--- src/rtl/full_adder_pkg.sv ---
// full_adder_pkg: bit-level adder equations shared by the ripple cells
package full_adder_pkg;

   function automatic logic fa_sum(input logic a, input logic b, input logic c);
      return a ^ b ^ c;
   endfunction

   // Generate (a&b) or propagate (a^b) an incoming carry.
   function automatic logic fa_carry(input logic a, input logic b, input logic c);
      return (a & b) | (c & (a ^ b));
   endfunction

endpackage

--- src/rtl/full_adder_cell.sv ---
// full_adder_cell: combinational 1-bit full adder
//   a, b : operand bits
//   ci   : carry in
//   s    : sum bit
//   co   : carry out
module full_adder_cell
   import full_adder_pkg::*;
(
   input  logic a,
   input  logic b,
   input  logic ci,
   output logic s,
   output logic co
);

   assign s  = fa_sum(a, b, ci);
   assign co = fa_carry(a, b, ci);

endmodule

--- src/rtl/full_adder.sv ---
// full_adder: WIDTH-bit ripple-carry adder, optional one-stage output register
//   clk, rst_n : clock, asynchronous active-low reset (unused when REGISTERED=0)
//   in_valid   : a, b, c_in valid this cycle
//   a, b       : unsigned operands
//   c_in       : carry into bit 0
//   out_valid  : s / c_out hold a fresh result
//   s          : sum modulo 2^WIDTH
//   c_out      : carry out of bit WIDTH-1
module full_adder #(
   parameter int WIDTH      = 1,
   parameter bit REGISTERED = 1
) (
   input  logic             clk,
   input  logic             rst_n,
   input  logic             in_valid,
   input  logic [WIDTH-1:0] a,
   input  logic [WIDTH-1:0] b,
   input  logic             c_in,
   output logic             out_valid,
   output logic [WIDTH-1:0] s,
   output logic             c_out
);

   logic [WIDTH:0]   c;
   logic [WIDTH-1:0] sum;

   assign c[0] = c_in;

   for (genvar i = 0; i < WIDTH; i++) begin : g_cell
      full_adder_cell u_cell (
         .a  (a[i]),
         .b  (b[i]),
         .ci (c[i]),
         .s  (sum[i]),
         .co (c[i+1])
      );
   end

   if (REGISTERED) begin : g_reg
      // Load only on valid so that garbage on idle operands never reaches s/c_out.
      always_ff @(posedge clk or negedge rst_n) begin
         if (!rst_n) begin
            out_valid <= 1'b0;
            s         <= '0;
            c_out     <= 1'b0;
         end else begin
            out_valid <= in_valid;
            if (in_valid) begin
               s     <= sum;
               c_out <= c[WIDTH];
            end
         end
      end
   end else begin : g_comb
      logic unused_clk_rst;
      assign unused_clk_rst = clk ^ rst_n;
      assign out_valid      = in_valid;
      assign s              = sum;
      assign c_out          = c[WIDTH];
   end

endmodule

--- config.mk ---
export PLATFORM = sky130hd
export DESIGN_NAME = full_adder
export DESIGN_NICKNAME = d
export VERILOG_FILES = /design/src/rtl/full_adder_pkg.sv /design/src/rtl/full_adder_cell.sv /design/src/rtl/full_adder.sv
export SDC_FILE = /design/constraint.sdc
export NUM_CORES = 1
export LEC_CHECK = 0
export ABC_AREA = 1
export BUFFER_PORTS_ARGS = -buffer_cell sky130_fd_sc_hd__buf_2
export CORE_AREA = 2 2 39 41
export CTS_CLUSTER_SIZE = 20
export DETAILED_ROUTE_END_ITERATION = 16
export DIE_AREA = 0 0 41 43
export GPL_TIMING_DRIVEN = 0
export HOLD_SLACK_MARGIN = 0.12
export PLACE_DENSITY = 0.35
export SLEW_MARGIN = 5
export SYNTH_ARGS = -nofsm -noshare
export SYNTH_HDL_FRONTEND = slang
export SYNTH_SLANG_ARGS = --single-unit
--- constraint.sdc ---
create_clock -name clk -period 1.48 [get_ports clk]
set_input_delay 0 -clock clk [delete_from_list [all_inputs] [get_ports clk]]
set_output_delay 0 -clock clk [all_outputs]
set_load 0.01 [all_outputs]
==> out/metrics.yaml <==
cp_max_fo: 3
timing.final.crit_share: 0.5292
cpMaxStageDelayCell: "dlygate4sd3_1"
clock-root-buffer: "clkbuf_4"
skew_ps: 0
combPwrFrac: 0.144
yosys.area.top_type: "dfrtp_1"
core_area_um2: 1384
avgSynthCellArea_um2: 11.03
syn_to_final_growth_pct: 95.88
synth-seq-cells: 3
swShare: 0.2333
worstSetupEndpointType: "asynchronous set/reset pin"
start_util: 0.08770
via_count: 120
wl_um: 272
p_total_mw: 0.2777
fp-row-count: 14
cts_tree: "done"
synthAdderAreaFrac: 0.1649
die-width_um: 41
cellPowerDensity_nw_per_um2: 1168
relSlewSlack: 0.9060
tns_ps: 0
worstSetupStartpointType: "input port"
hp-class: "in -> reg"
status: "completed"
worst_slew_pin_slew_ps: 140.5
crit_type: "in -> async"
synth_cell_types: 4
wl_per_cell_um: 6.476
drc_errors: 0
cpPeakStageDelay_ps: 600
htree_levels: 1
ir_drop_uv: 268.7
nNetsFinal: 34
synthMuxAreaShare: 0
grt_pass1_wl_um: 476
finalSetupViolCount: 0
antenna_cells: 0
syn_inst: 11
drt_iter0_drc: 2
cts_setup_buffers: 0
hold_viol: 0
synth_simple_gate_area_frac: 0.1856
cp_cell_sequence: "dlygate4sd3_1 > buf_2 > dlygate4sd3_1"
synth_compound_area_frac: 0
track_usage: 0.04940
grt_pass1_vias: 122
synth-xor-area-share: 0
clk_latency_ps: 230
die_area_um2: 1763
arrival_ps: 1210
cpMostUsedCell: "dlygate4sd3_1"
routabilityCongestion: 0.6014
clk_pin_slew_worst_paths_ps: 40
drv_slew: 0
synth_top_family_by_area: "simple AND/OR/NAND/NOR gates"
power.internal_mw: 0.2129
seq_area_frac_synth: 0.6186
via_per_inst: 2.857
ant_nets: 0
layout-drive-gt1-share: 0.4231
clock-sinks: 3
p_leak_nw: 0.1257
die_h_um: 43
syn-num-nets: 18
yosys-top-cells-area: "dfrtp_1 (62%), nand2_1 (19%), fa_1 (16%), inv_1 (3.1%)"
yosys_warnings: 0
netlist.area_leader.share: 0.6186
cts_buffers: 3
seq_power_share: 0.342
period_minus_slack_ps: 783.2
pwr-share-clk: 0.514
final_core_util: 0.1718
drv_cap: 0
cts_buffer_depth: 2
io_buffers: 8
grt_start_max_net_pins: 5
io_pins: 9
rsz0062_at_grt: "no"
clock.fmax_mhz: 1277
drtPass1Iterations: 2
dp.cells: 35
power_switching_mw: 0.06478
grt_remaining_overflow: 0
antenna_found_initial: 0
worst_ep_required_time_ps: 1910
final_cells: 42
syn_area_um2: 121.4
final timing paths:
path / from / slack, ps / end / cells past startpoint
setup / recovery: rst_n / 700 / c_out$_DFFE_PN0P_ / 3
hold reg to reg: c_out$_DFFE_PN0P_ / 470 / c_out$_DFFE_PN0P_ / 2
setup reg to reg: c_out$_DFFE_PN0P_ / 900 / c_out$_DFFE_PN0P_ / 2
max in group clk: s$_DFFE_PN0P_ / 740 / s / 1
min in group asynchronous: rst_n / 640 / s$_DFFE_PN0P_ / 3
hold / removal: c_in / 130 / s$_DFFE_PN0P_ / 4
synth_stat cells, drive strengths merged:
| master | count |
|---|---|
| inv | 1 |
| fa | 1 |
| nand2 | 6 |
| dfrtp | 3 |
layer usage:
layer,vias up,share of wire,track usage
met3,0,0.19,0.06283
li1,61,-,-
met2,9,0.35,0.04063
met1,50,0.46,0.04886
met4,0,0,0.06000
met5,-,0,0
power groups by stage:
stage | Clock, mW | Combinational [mW] | Sequential [mW]
floorplan | 0 | 0.00957 | 0.100
global placement | 0 | 0.0334 | 0.0958
detailed placement | 0 | 0.0347 | 0.0959
CTS | 0.151 | 0.0408 | 0.0949
global route | 0.161 | 0.0468 | 0.0958
finish | 0.143 | 0.0400 | 0.0949
cell type report:
class                   instances  area [µm²]
clock buffers                   4       26.28
fillers                       158        1146
inverters                       1       3.754
multi-input cells               7       42.54
flip-flops and latches          3       75.07
well taps                      16       20.02
repair buffers                 11       70.07
cells by family after synthesis:
group | count (synthesis)
flops | 3
buf+inv | 1
fa+ha+maj | 1
simple gates | 6
registers in the layout, summed over array words and instances (netlist names):
| name | cells |
|---|---|
| out_valid | 1 |
| c_out | 1 |
| s | 1 |
worst max-delay path: cells and delay by family:
family | cells | cell delay, ps
buffers and inverters | 3 | 1210
cell usage in the layout, fill, tap and decap left out:
| master | n |
|---|---|
| fa_1 | 1 |
| nand2_1 | 6 |
| inv_1 | 1 |
| clkbuf_1 | 1 |
| buf_2 | 8 |
| dfrtp_1 | 3 |
| dlygate4sd3_1 | 3 |
| clkbuf_4 | 3 |
through the flow:
step	instance area [µm²]	worst slack, ps	hold WS [ps]
2_1_floorplan	121.4	809.8	-295.6
3_3_place_gp	181.4	689.9	-205.0
3_5_place_dp	181.4	678.1	-200.2
4_1_cts	237.7	687.5	122.7
5_1_grt	237.7	620.8	168.8
6_report	237.7	696.8	134.2
repair_timing:
action | in CTS | in global routing
endpoints found under the hold margin | 6 | 0
gates resized for setup | 0 | 0
hold buffers | 3 | 0
No activity file was read; power rests on OpenSTA's default activity.
